### src/rtl/aud_ctrl.sv
`default_nettype none
// ============================================================================
// Module   : aud_ctrl
// Purpose  : Top-level sequencer for the audio recorder/player. Issues the
//            codec init trigger after reset. Converts debounced key pulses
//            into one-cycle recorder/player commands. Owns the SRAM port
//            select, latches the end-of-recording address and the playback
//            speed configuration.
// Ports    : i_clk, i_rst_n (async active-low)
//            i_key_rec/play/pause/stop  one-cycle key pulses
//            i_speed, i_fast, i_slow_mode  requested playback config
//            i_init_fin, i_rec_addr, i_play_fin  datapath status
//            o_init_start, o_rec_*, o_play_*   one-cycle commands
//            o_stop_addr, o_rec_valid          recording bounds
//            o_speed, o_fast, o_slow_mode      latched playback config
//            o_sram_sel (1 = recorder), o_state
// Revision : 1.0  initial release
// ============================================================================
module aud_ctrl #(
    parameter logic [19:0] MAX_ADDR = 20'hFFFFF
) (
    input  logic        i_clk,
    input  logic        i_rst_n,
    input  logic        i_key_rec,
    input  logic        i_key_play,
    input  logic        i_key_pause,
    input  logic        i_key_stop,
    input  logic [2:0]  i_speed,
    input  logic        i_fast,
    input  logic        i_slow_mode,
    input  logic        i_init_fin,
    input  logic [19:0] i_rec_addr,
    input  logic        i_play_fin,
    output logic        o_init_start,
    output logic        o_rec_start,
    output logic        o_rec_pause,
    output logic        o_rec_stop,
    output logic        o_play_start,
    output logic        o_play_pause,
    output logic        o_play_stop,
    output logic [19:0] o_stop_addr,
    output logic        o_rec_valid,
    output logic [2:0]  o_speed,
    output logic        o_fast,
    output logic        o_slow_mode,
    output logic        o_sram_sel,
    output logic [2:0]  o_state
);

    typedef enum logic [2:0] {
        S_INIT       = 3'd0,
        S_IDLE       = 3'd1,
        S_REC        = 3'd2,
        S_REC_PAUSE  = 3'd3,
        S_PLAY       = 3'd4,
        S_PLAY_PAUSE = 3'd5
    } state_t;

    state_t      state_q, state_d;
    logic        sent_q, sent_d;
    logic        init_start_q, init_start_d;
    logic        rec_start_q, rec_start_d;
    logic        rec_pause_q, rec_pause_d;
    logic        rec_stop_q, rec_stop_d;
    logic        play_start_q, play_start_d;
    logic        play_pause_q, play_pause_d;
    logic        play_stop_q, play_stop_d;
    logic [19:0] stop_addr_q, stop_addr_d;
    logic        rec_valid_q, rec_valid_d;
    logic [2:0]  speed_q, speed_d;
    logic        fast_q, fast_d;
    logic        slow_q, slow_d;
    logic        sram_sel_q, sram_sel_d;

    // One-hot view of the winning key: stop > pause > play > rec.
    logic w_stop, w_pause, w_play, w_rec;
    assign w_stop  = i_key_stop;
    assign w_pause = !i_key_stop && i_key_pause;
    assign w_play  = !i_key_stop && !i_key_pause && i_key_play;
    assign w_rec   = !i_key_stop && !i_key_pause && !i_key_play && i_key_rec;

    always_comb begin
        state_d      = state_q;
        sent_d       = sent_q;
        init_start_d = 1'b0;
        rec_start_d  = 1'b0;
        rec_pause_d  = 1'b0;
        rec_stop_d   = 1'b0;
        play_start_d = 1'b0;
        play_pause_d = 1'b0;
        play_stop_d  = 1'b0;
        stop_addr_d  = stop_addr_q;
        rec_valid_d  = rec_valid_q;
        speed_d      = speed_q;
        fast_d       = fast_q;
        slow_d       = slow_q;

        case (state_q)
            S_INIT: begin
                if (!sent_q) begin
                    init_start_d = 1'b1;
                    sent_d       = 1'b1;
                end
                if (i_init_fin) state_d = S_IDLE;
            end
            S_IDLE: begin
                if (w_rec) begin
                    state_d     = S_REC;
                    rec_start_d = 1'b1;
                    stop_addr_d = 20'd0;
                    rec_valid_d = 1'b0;
                end else if (w_play && rec_valid_q) begin
                    state_d      = S_PLAY;
                    play_start_d = 1'b1;
                    speed_d      = i_speed;
                    fast_d       = i_fast;
                    slow_d       = i_slow_mode;
                end
            end
            S_REC, S_REC_PAUSE: begin
                if (w_stop) begin
                    state_d     = S_IDLE;
                    rec_stop_d  = 1'b1;
                    stop_addr_d = i_rec_addr;
                    rec_valid_d = (i_rec_addr != 20'd0);
                end else if (state_q == S_REC && i_rec_addr >= MAX_ADDR) begin
                    // Memory full: end the take at the last usable word,
                    // taking precedence over a concurrent pause.
                    state_d     = S_IDLE;
                    rec_stop_d  = 1'b1;
                    stop_addr_d = MAX_ADDR;
                    rec_valid_d = (MAX_ADDR != 20'd0);
                end else if (state_q == S_REC && w_pause) begin
                    state_d     = S_REC_PAUSE;
                    rec_pause_d = 1'b1;
                end else if (state_q == S_REC_PAUSE && w_rec) begin
                    state_d     = S_REC;
                    rec_start_d = 1'b1;
                end
            end
            S_PLAY, S_PLAY_PAUSE: begin
                // A finished player cannot be paused or resumed, so the
                // end-of-data pulse outranks every key except stop.
                if (w_stop) begin
                    state_d     = S_IDLE;
                    play_stop_d = 1'b1;
                end else if (i_play_fin) begin
                    state_d = S_IDLE;
                end else if (state_q == S_PLAY && w_pause) begin
                    state_d      = S_PLAY_PAUSE;
                    play_pause_d = 1'b1;
                end else if (state_q == S_PLAY_PAUSE && w_play) begin
                    state_d      = S_PLAY;
                    play_start_d = 1'b1;
                    speed_d      = i_speed;
                    fast_d       = i_fast;
                    slow_d       = i_slow_mode;
                end
            end
            default: state_d = S_IDLE;
        endcase

        sram_sel_d = (state_d == S_REC) || (state_d == S_REC_PAUSE);
    end

    always_ff @(posedge i_clk or negedge i_rst_n) begin
        if (!i_rst_n) begin
            state_q      <= S_INIT;
            sent_q       <= 1'b0;
            init_start_q <= 1'b0;
            rec_start_q  <= 1'b0;
            rec_pause_q  <= 1'b0;
            rec_stop_q   <= 1'b0;
            play_start_q <= 1'b0;
            play_pause_q <= 1'b0;
            play_stop_q  <= 1'b0;
            stop_addr_q  <= 20'd0;
            rec_valid_q  <= 1'b0;
            speed_q      <= 3'd0;
            fast_q       <= 1'b0;
            slow_q       <= 1'b0;
            sram_sel_q   <= 1'b0;
        end else begin
            state_q      <= state_d;
            sent_q       <= sent_d;
            init_start_q <= init_start_d;
            rec_start_q  <= rec_start_d;
            rec_pause_q  <= rec_pause_d;
            rec_stop_q   <= rec_stop_d;
            play_start_q <= play_start_d;
            play_pause_q <= play_pause_d;
            play_stop_q  <= play_stop_d;
            stop_addr_q  <= stop_addr_d;
            rec_valid_q  <= rec_valid_d;
            speed_q      <= speed_d;
            fast_q       <= fast_d;
            slow_q       <= slow_d;
            sram_sel_q   <= sram_sel_d;
        end
    end

    assign o_init_start = init_start_q;
    assign o_rec_start  = rec_start_q;
    assign o_rec_pause  = rec_pause_q;
    assign o_rec_stop   = rec_stop_q;
    assign o_play_start = play_start_q;
    assign o_play_pause = play_pause_q;
    assign o_play_stop  = play_stop_q;
    assign o_stop_addr  = stop_addr_q;
    assign o_rec_valid  = rec_valid_q;
    assign o_speed      = speed_q;
    assign o_fast       = fast_q;
    assign o_slow_mode  = slow_q;
    assign o_sram_sel   = sram_sel_q;
    assign o_state      = state_q;

endmodule
`default_nettype wire

### config.mk
export PLATFORM = sky130hd
export DESIGN_NAME = aud_ctrl
export DESIGN_NICKNAME = d
export VERILOG_FILES = /design/src/rtl/aud_ctrl.sv
export SDC_FILE = /design/constraint.sdc
export NUM_CORES = 1
export LEC_CHECK = 0
export ABC_AREA = 1
export BUFFER_PORTS_ARGS = -buffer_cell sky130_fd_sc_hd__buf_2
export CAP_MARGIN = 20
export CORE_ASPECT_RATIO = 1.4
export CORE_MARGIN = 2
export CORE_UTILIZATION = 45
export CTS_CLUSTER_DIAMETER = 30
export DETAILED_ROUTE_END_ITERATION = 7
export GPL_ROUTABILITY_DRIVEN = 0
export HOLD_SLACK_MARGIN = 0.15
export PLACE_DENSITY = 0.84
export SYNTH_ARGS = -nofsm -noshare
export SYNTH_HDL_FRONTEND = slang
export SYNTH_SLANG_ARGS = --single-unit
### constraint.sdc
create_clock -name i_clk -period 3.82 [get_ports i_clk]
set_input_delay 0.764 -clock i_clk [delete_from_list [all_inputs] [get_ports i_clk]]
set_output_delay 0.764 -clock i_clk [all_outputs]
set_load 0.1 [all_outputs]
After elaboration in Yosys (flattened, before gate mapping)
Cells that the tools add are included.
{"block": "word_totals", "wordCells": 123, "out_inout_bits": 37, "regBits": 38}
{"block": "classes", "n_reduce_logical": 23, "n_mux": 69, "n_lt_le_gt_ge": 1, "eq_ne": 15}
{"operator": "$mux W20", "n": 3}
{"operator": "$mux W3", "n": 17}
{"operator": "$mux W1", "n": 41}
{"operator": "$pmux W20 S2", "n": 1}
{"operator": "$ge A20 B20 Y1 const B", "n": 1}
{"operator": "$reduce_bool A20 Y1", "n": 1}
{"operator": "$ne A2 B2 Y1 const B", "n": 7}
{"operator": "$eq A3 B2 Y1 const B", "n": 4}
{"operator": "$pmux W3 S4", "n": 1}
{"operator": "$logic_and A1 B1 Y1", "n": 11}
{"operator": "$pmux W1 S2", "n": 5}
{"operator": "$reduce_and A7 Y1", "n": 1}
{"operator": "$eq A3 B3 Y1 const B", "n": 2}
{"operator": "$pmux W3 S2", "n": 1}
{"operator": "$reduce_bool A2 Y1", "n": 2}
{"operator": "$reduce_or A2 Y1", "n": 2}
{"operator": "$eq A3 B1 Y1 const B", "n": 1}
{"operator": "$logic_not A1 Y1", "n": 3}
{"operator": "$logic_not A3 Y1", "n": 1}
{"operator": "$ne A3 B3 Y1 const B", "n": 1}
{"operator": "$reduce_and A3 Y1", "n": 1}
{"operator": "$logic_or A1 B1 Y1", "n": 1}

Logic depth before layout (Yosys ltp)
Gate-level depths: netlist of run 1.
{"block": "logic_depth", "ltp_word": 12, "depth_mapped": 10}

Worst setup path before layout of run 1
No wires, ideal clock.
{"block": "synth_path", "path_type": "register -> register", "from": "register state_q[0], in the netlist o_state[0]", "to": "register speed_q[0], in the netlist o_speed[0]", "slack_ps": 1801, "arrival_time_ps": 1892, "path_buffers": 1, "stages_incl_launch_ff": 7, "t_required_ps": 3693, "path_cell_list": "dfrtp_1 inv_1 nor3_4 nand4_1 o31ai_2 buf_6 o21ai_0"}
{"block": "synth_between", "elab_chain_len": 4, "elab_cells_between_ends": 15, "classes_between": "9 x eq/ne; 1 x mux; 5 x reduce/logical"}
{"item": "start: declaration", "line_no": "59", "rtl": "state_t state_q, state_d;"}
{"item": "start signal: assignment", "line_no": "184", "rtl": "state_q <= state_d;"}
{"item": "$eq A3 B3 Y1 (on tied branches)", "line_no": "98, 149, 152"}
{"item": "$reduce_or A2 Y1, or another cell as far along", "line_no": "98", "rtl": "case (state_q)"}
{"item": "$ne A2 B2 Y1 (no line) / $reduce_bool A2 Y1 (equally long branches)"}
{"item": "$reduce_and A7 Y1 (no line)"}
{"item": "end signal: assignment", "line_no": "195", "rtl": "speed_q <= speed_d;"}
{"item": "end: declaration", "line_no": "70", "rtl": "logic [2:0] speed_q, speed_d;"}
Several ways; a longest one is shown, not always the timed one.
A chain may end at the register's enable or synchronous reset.

Worst setup path after layout of run 1
{"block": "layout_path", "from": "register state_q[2], in the netlist o_state[2]", "to": "output o_state[2]"}
{"item": "end: declaration", "line_no": "47", "rtl": "output logic [2:0] o_state"}
No word-level cell between the ends.

==> results_tabular.tex, run 1 <==
\begin{tabular}{lr}
\hline
Metric & Value \\
\hline
\multicolumn{2}{l}{\textbf{Run status}} \\
\quad Status & complete, but fails checks \\
\quad Violated checks & DRC \\
\multicolumn{2}{l}{\textbf{Worst setup path}} \\
\quad Category of the worst setup path launch point & flip-flop \\
\quad Stage delay of the slowest cell on the critical path & $\sim$0.57 ns \\
\quad CP required & approximately 3.1 ns \\
\quad Critical setup path kind & flip-flop to output port \\
\quad Max FO, Critical Path & 9 \\
\quad Signal arrival time at the worst endpoint & 1.36 ns \\
\quad CP Buf/Inv Count & 1 \\
\quad Worst path cell trace & buf\_2 \\
\quad Cell type of the slowest stage on the worst timing path & sky130\_fd\_sc\_hd\_\_dfrtp\_1 \\
\quad Critical Path Sink Type & output port \\
\quad Worst path top cell family by delay & flip-flops \\
\multicolumn{2}{l}{\textbf{Cells and area}} \\
\quad Post-route cell area & approximately 0.0023 mm² \\
\quad Layout net count & $\sim$330 \\
\quad Number of inserted filler cells in the final layout & 400 \\
\quad N\_diodes & 0 \\
\quad Area overhead of the layout relative to synthesis & 21.07\% \\
\quad Share of layout cells above drive strength 1 & 0.3176 \\
\multicolumn{2}{l}{\textbf{Logic synthesis}} \\
\quad Post-synthesis share of cell area spent on xor and xnor gates & 0 \\
\quad Mean cell area of the mapped netlist & around 8.3 µm² \\
\quad Cell types with the largest area share after synthesis & sky130\_fd\_sc\_hd\_\_dfrtp\_1, sky130\_fd\_sc\_hd\_\_nand2\_1, sky130\_fd\_sc\_hd\_\_nor2\_1 \\
\quad Leading register cell type out of synthesis & sky130\_fd\_sc\_hd\_\_dfrtp\_1 \\
\quad Share of synthesized registers carrying an async set or reset & 1.000 \\
\quad EDFF count, synth & 0 \\
\quad Number of different library cells in the post-synthesis netlist & 27 \\
\quad Yosys reg bits & 38 \\
\quad Most numerous cell in the Yosys netlist & sky130\_fd\_sc\_hd\_\_nand2\_1 \\
\quad Synthesized Nets & roughly 260 \\
\quad Synthesized area & 0.001901 mm² \\
\quad Top-area cell type share of the netlist area & 0.5003 \\
\quad Fraction of synthesized area in multiplexers & 0 \\
\quad Part of the Yosys area used for sequential elements & 0.5003 \\
\quad Gate count after technology mapping & 230 \\
\quad Arithmetic-cell share of the synthesized area counting full adders, half adders and majority gates & 0 \\
\quad Biggest area consumer among synthesized cells & sky130\_fd\_sc\_hd\_\_dfrtp\_1 \\
\quad Simple logic cell fraction of the synthesized area & 0.3206 \\
\quad Synthesis Warnings & 0 \\
\quad Area fraction in compound gates after synthesis & 0.09282 \\
\quad Combinational family with the most area after synthesis & simple AND/OR/NAND/NOR gates \\
\quad List of most frequent post-synthesis cells & sky130\_fd\_sc\_hd\_\_nand2\_1, sky130\_fd\_sc\_hd\_\_dfrtp\_1, sky130\_fd\_sc\_hd\_\_nor2\_1 \\
\multicolumn{2}{l}{\textbf{Clock network}} \\
\quad Clock Path Buffers & 2 \\
\quad Post-CTS clock slew at the launch and capture registers of the worst setup and hold paths & roughly 0.070 ns \\
\quad Post-CTS setup-driven buffer insertion count & 0 \\
\quad Clock latency of the later-clocked register in the worst-skew pair & 0.29 ns \\
\quad Max H-tree Level & 2 \\
\quad TritonCTS clock tree & built \\
\quad Number of buffers inserted during clock tree synthesis & 5 \\
\quad CTS Hold Buffers Added & 0 \\
\quad CTS root buffer & sky130\_fd\_sc\_hd\_\_clkbuf\_8 \\
\quad Number of sinks handled by clock tree synthesis & 38 \\
\quad CTS-repair resized insts & 0 \\
\multicolumn{2}{l}{\textbf{Routing}} \\
\quad 1st-iter DRT viols & 44 \\
\quad DRT Wirelength & $\sim$4400 µm \\
\quad 1st-pass router iterations & 7 \\
\quad Via total after detailed routing & between 1500 and 2000 \\
\quad Routed via count divided by cell count & 5.220 \\
\quad Routed wirelength normalized by instance count & about 13 µm \\
\quad Number of nets still failing antenna checks after routing & 0 \\
\quad Drc violations & 7 \\
\multicolumn{2}{l}{\textbf{Floorplanning}} \\
\quad Floorplan core area & about 0.0041 mm² \\
\quad Die area & $\sim$0.0048 mm² \\
\quad Horizontal die dimension & 58.93 µm \\
\quad Chip height & slightly above 80 µm \\
\quad Number of top-level design ports & 70 \\
\quad Starting density of the core & 0.4597 \\
\quad Rows & 28 \\
\multicolumn{2}{l}{\textbf{Placed design}} \\
\quad Detail Placement HPWL & 3385 µm \\
\quad \# port buffers & about 70 \\
\quad Area after detailed placement & $\sim$0.0022 mm² \\
\multicolumn{2}{l}{\textbf{Power and ir drop}} \\
\quad Leakage dissipation & between 0.001 and 0.0015 µW \\
\quad IR drop worst, VDD & 0.0005440 V \\
\quad Power per standard cell area & roughly 900 mW/mm² \\
\multicolumn{2}{l}{\textbf{Job}} \\
\quad Count of max-cap constraint violations & 0 \\
\multicolumn{2}{l}{\textbf{Global routing}} \\
\quad First-pass GRT wire length & approximately 7300 µm \\
\quad Remaining Overflow, GRT & 0 \\
\quad GRT Total Usage & 0.2030 \\
\quad Initial antenna violation count & 0 \\
\quad Maximum number of pins on one net before global-route repair & 39 \\
\quad Vias in the first global route & 1676 \\
\multicolumn{2}{l}{\textbf{STA}} \\
\quad Setup TNS & 0 ns \\
\quad Share of the clock period used by the worst path after layout & 0.5568 \\
\quad Final critical path time including I/O delays and setup & roughly 2.1 ns \\
\quad Hold violation count in the final report & 0 \\
\quad Post-Route Skew & 0.002630 ns \\
\quad Fmax & 470.1 MHz \\
\quad Final Setup Violations & 0 \\
\quad Slew HR & 0.4296 \\
\quad Worst-margin pin slew & about 0.85 ns \\
\quad Max-slew violation count & 0 \\
\quad Unrepaired setup endpoints after global routing & no \\
\multicolumn{2}{l}{\textbf{Worst hold path}} \\
\quad Min-Delay Path Class & flip-flop to flip-flop \\
\hline
\end{tabular}
[through the flow]
| step | hold slack, ns | std cells | power [µW] | setup slack, ns | util |
|---|---|---|---|---|---|
| after CTS | 0.4372 | 341 | 2065 | 1.680 | 0.5566 |
| final | 0.4352 | 341 | 2050 | 1.693 | 0.5566 |
| after global routing | 0.4493 | 341 | 2145 | 1.595 | 0.5566 |
| after global placement | 0.4128 | 333 | 1768 | 1.550 | 0.5336 |
| after detailed placement | 0.4271 | 333 | 1779 | 1.458 | 0.5336 |
| after floorplan | 0.4020 | 230 | 1591 | 1.801 | - |
[final cells by class]
type	count	area, µm²	area share
inverter	18	67.56	0.02936
sequential	38	950.9	0.4133
clock inverter	2	12.51	0.005438
clock buffer	6	82.58	0.03589
timing repair buffer	69	345.3	0.1501
tap	45	56.30	0.02447
multi-input combinational	163	785.8	0.3415
[sequential cells by signal, summed over array words and instances (netlist names)]
| name | cells |
|---|---|
| o_stop_addr | 20 |
| o_speed | 3 |
| o_state | 3 |
| o_fast | 1 |
| o_init_start | 1 |
| o_play_pause | 1 |
| o_play_start | 1 |
| o_play_stop | 1 |
| o_rec_pause | 1 |
| o_rec_start | 1 |
| o_rec_stop | 1 |
| o_rec_valid | 1 |
| o_slow_mode | 1 |
| o_sram_sel | 1 |
| sent_q | 1 |
[power by group]
group / internal (µW) / switching, µW
clock network: 145 / 139
registers: 514 / 62.5
logic: 161 / 1030
total: 820 / 1230
[cells by family (layout without fill, tap and decap cells)]
group | after synthesis | in the layout
and+or+nand+nor | 138 | 138
buffers and inverters | 29 | 95
DFF | 38 | 38
AOI/OAI and AO/OA | 25 | 25
[routing by layer]
layer	routed length, µm	share of wire	global-route usage
met2	2210	0.50	0.3444
met5	0	0	0
met1	1740	0.40	0.2397
met4	108	0.025	0.09545
met3	345	0.078	0.04618
[final timing paths]
check / slack, ns / end / start / cells past startpoint
min: 0.44 / o_init_start / sent_q / 1
min in group asynchronous: 0.56 / o_play_start / i_rst_n / 1
max in group asynchronous: 2.75 / o_stop_addr[3] / i_rst_n / 1
min reg2reg: 0.44 / o_init_start / sent_q / 1
max reg2reg: 1.76 / o_stop_addr[10] / o_state[2] / 7
max: 1.69 / o_state[2] / o_state[2] / 1
[layout by cell type, fill, tap and decap left out, types with 2 or more instances in the layout]
cell type                   n
sky130_fd_sc_hd__clkbuf_8   6
sky130_fd_sc_hd__nand4_1    7
sky130_fd_sc_hd__nand2_1   70
sky130_fd_sc_hd__buf_2     69
sky130_fd_sc_hd__nand2_2    4
sky130_fd_sc_hd__dfrtp_1   38
sky130_fd_sc_hd__nand3_1   18
sky130_fd_sc_hd__o21ai_2    4
sky130_fd_sc_hd__a21oi_1    5
sky130_fd_sc_hd__o211ai_1  10
sky130_fd_sc_hd__nor2_1    31
sky130_fd_sc_hd__inv_2      3
sky130_fd_sc_hd__o21ai_0    2
sky130_fd_sc_hd__inv_1     15
Power figures use the tool's default switching activity.
==> run 2: changes to the inputs <==
==> constraint.sdc (replaced) <==
create_clock -name i_clk -period 2.2 [get_ports i_clk]
set_input_delay 0.44 -clock i_clk [delete_from_list [all_inputs] [get_ports i_clk]]
set_output_delay 0.44 -clock i_clk [all_outputs]
set_load 0.1 [all_outputs]
==> results_tabular.tex, run 2 (synthesis results as in run 1) <==
\begin{tabular}{lr}
\hline
Metric & Value \\
\hline
\multicolumn{2}{l}{\textbf{Worst setup path}} \\
\quad Signal arrival time at the worst endpoint & roughly 2.0 ns \\
\quad Critical Path Sink Type & flip-flop \\
\quad CP Buf/Inv Count & 2 \\
\quad Worst path cell trace & inv\_2 -> nand2\_1 -> inv\_2 -> nand3\_2 -> nand2\_2 -> nand2\_1 -> nand2\_1 \\
\quad Most numerous cell on the critical path & sky130\_fd\_sc\_hd\_\_nand2\_1 \\
\quad Worst path top cell family by delay & simple AND/OR/NAND/NOR gates \\
\quad Max FO, Critical Path & 21 \\
\quad Cell type of the slowest stage on the worst timing path & sky130\_fd\_sc\_hd\_\_dfrtp\_1 \\
\quad Category of the worst setup path launch point & flip-flop \\
\quad Stage delay of the slowest cell on the critical path & between 0.5 and 0.6 ns \\
\quad Critical setup path kind & flip-flop to flip-flop \\
\quad CP required & between 2 and 2.5 ns \\
\multicolumn{2}{l}{\textbf{Routing}} \\
\quad Routed via count divided by cell count & about 5 \\
\quad Via total after detailed routing & 1764 \\
\quad Routed wirelength normalized by instance count & $\sim$13 µm \\
\quad DRT Wirelength & approximately 4400 µm \\
\quad Drc violations & 7 \\
\quad 1st-iter DRT viols & 70 \\
\quad 1st-pass router iterations & 6 \\
\quad Number of nets still failing antenna checks after routing & 0 \\
\multicolumn{2}{l}{\textbf{Floorplanning}} \\
\quad Number of top-level design ports & 70 \\
\quad Horizontal die dimension & $\sim$59 µm \\
\quad Chip height & 80.90 µm \\
\quad Starting density of the core & 0.4597 \\
\quad Die area & 0.004767 mm² \\
\quad Rows & 28 \\
\quad Floorplan core area & around 0.0041 mm² \\
\multicolumn{2}{l}{\textbf{Clock network}} \\
\quad Post-CTS clock slew at the launch and capture registers of the worst setup and hold paths & 0.07 ns \\
\quad CTS root buffer & sky130\_fd\_sc\_hd\_\_clkbuf\_8 \\
\quad Number of sinks handled by clock tree synthesis & 38 \\
\quad CTS Hold Buffers Added & 0 \\
\quad Clock Path Buffers & 2 \\
\quad Clock latency of the later-clocked register in the worst-skew pair & 0.28 ns \\
\quad Number of buffers inserted during clock tree synthesis & 5 \\
\quad CTS-repair resized insts & 0 \\
\quad TritonCTS clock tree & built \\
\quad Max H-tree Level & 2 \\
\quad Post-CTS setup-driven buffer insertion count & 0 \\
\multicolumn{2}{l}{\textbf{STA}} \\
\quad Share of the clock period used by the worst path after layout & 0.8408 \\
\quad Post-Route Skew & a little over 0.008 ns \\
\quad Final Setup Violations & 0 \\
\quad Final critical path time including I/O delays and setup & between 1.5 and 2 ns \\
\quad Slew HR & 0.4498 \\
\quad Worst-margin pin slew & 0.8253 ns \\
\quad Setup TNS & 0 ns \\
\quad Hold violation count in the final report & 0 \\
\quad Unrepaired setup endpoints after global routing & no \\
\quad Max-slew violation count & 0 \\
\quad Worst hold margin & 0.2551 ns \\
\quad Fmax & 540.6 MHz \\
\multicolumn{2}{l}{\textbf{Cells and area}} \\
\quad Max FFs per register & 20 \\
\quad End-of-flow core utilization & 0.5663 \\
\quad Most frequent cells in the layout & sky130\_fd\_sc\_hd\_\_nand2\_1, sky130\_fd\_sc\_hd\_\_buf\_2, sky130\_fd\_sc\_hd\_\_dfrtp\_1 \\
\quad N\_diodes & 0 \\
\quad Area taken by flip-flops and latches & roughly 950 µm² \\
\quad Commonest non-fill, non-tap cell in the layout & sky130\_fd\_sc\_hd\_\_nand2\_1 \\
\quad Layout net count & approximately 330 \\
\quad Share of layout cells above drive strength 1 & 0.3221 \\
\quad Total area of multi-input combinational cells & $\sim$800 µm² \\
\quad Area overhead of the layout relative to synthesis & 23.17\% \\
\quad Number of inserted filler cells in the final layout & around 390 \\
\multicolumn{2}{l}{\textbf{Power and ir drop}} \\
\quad Leakage dissipation & about 0.0013 µW \\
\quad IR drop worst, VDD & roughly 0.00095 V \\
\quad Internal Pwr Total & approximately 1500 µW \\
\quad Relative contribution of the clock network to total power & 0.162 \\
\quad Switching share of power & 0.5804 \\
\quad Power per standard cell area & approximately 1600 mW/mm² \\
\quad Psw & roughly 2100 µW \\
\quad Sequential share of power & 0.273 \\
\quad Power share of the combinational group & 0.565 \\
\multicolumn{2}{l}{\textbf{Placed design}} \\
\quad Detail Placement HPWL & 3364 µm \\
\quad \# port buffers & 69 \\
\multicolumn{2}{l}{\textbf{Global routing}} \\
\quad Remaining Overflow, GRT & 0 \\
\quad First-pass GRT wire length & around 7500 µm \\
\quad Vias in the first global route & 1702 \\
\quad Initial antenna violation count & 0 \\
\quad GRT Total Usage & 0.2026 \\
\quad Maximum number of pins on one net before global-route repair & 39 \\
\multicolumn{2}{l}{\textbf{Worst hold path}} \\
\quad Min-Delay Path Class & input port to asynchronous set/reset pin \\
\multicolumn{2}{l}{\textbf{Run status}} \\
\quad Violated checks & DRC \\
\quad Status & complete, but fails checks \\
\multicolumn{2}{l}{\textbf{Job}} \\
\quad Count of max-cap constraint violations & 0 \\
\hline
\end{tabular}
[run 2: area by class of cell]
type	instances	area share
Sequential cell	38	0.4062
Multi-Input combinational cell	163	0.3356
Timing Repair Buffer	72	0.1571
Clock buffer	6	0.03528
Inverter	18	0.02886
Tap cell	45	0.02405
Clock inverter	1	0.01283
[run 2: metrics by stage]
stage	worst slack, ns	total power, µW	area (µm²)	cells
floorplan	0.1812	2762	1901	230
global placement	0.4324	3073	2228	336
CTS	0.3849	3694	2341	343
detailed placement	0.3785	3094	2228	336
finish	0.3503	3666	2341	343
global route	0.1279	3827	2341	343
[run 2: path summary, 6_finish.rpt]
check / start / end / slack (ns) / cells past startpoint
worst max-delay path: o_state[2] / o_stop_addr[3] / 0.35 / 7
worst min-delay path: i_rst_n / o_stop_addr[11] / 0.26 / 1
worst max register to register: o_state[2] / o_stop_addr[3] / 0.35 / 7
worst min register to register: sent_q / o_init_start / 0.44 / 1
max in group asynchronous: i_rst_n / o_sram_sel / 1.43 / 1
min in group i_clk: i_play_fin / o_play_pause / 0.36 / 2
[run 2: worst register-to-register path, delay by kind of cell, from the launching register on]
family,cells,cell delay (ns)
buf+inv,2,0.30
flops,1,0.55
simple gates,5,0.90
[run 2: layer usage]
| metal | GRT usage | wire length, µm | vias to the layer above | share of wire |
|---|---|---|---|---|
| met5 | 0 | 0 | - | 0 |
| met4 | 0.07500 | 44 | 0 | 0.010 |
| met3 | 0.04140 | 291 | 4 | 0.066 |
| met2 | 0.3522 | 2273 | 74 | 0.52 |
| met1 | 0.2431 | 1799 | 812 | 0.41 |
| li1 | - | - | 874 | - |
[run 2: power by group through the flow]
stage                     logic [µW]  registers [µW]  clock network [µW]
after floorplan                  316            2450                   0
after global routing            2160            1030                 638
after detailed placement        2080            1020                   0
after global placement          2060            1010                   0
after CTS                       2080            1000                 608
final                           2070            1000                 592
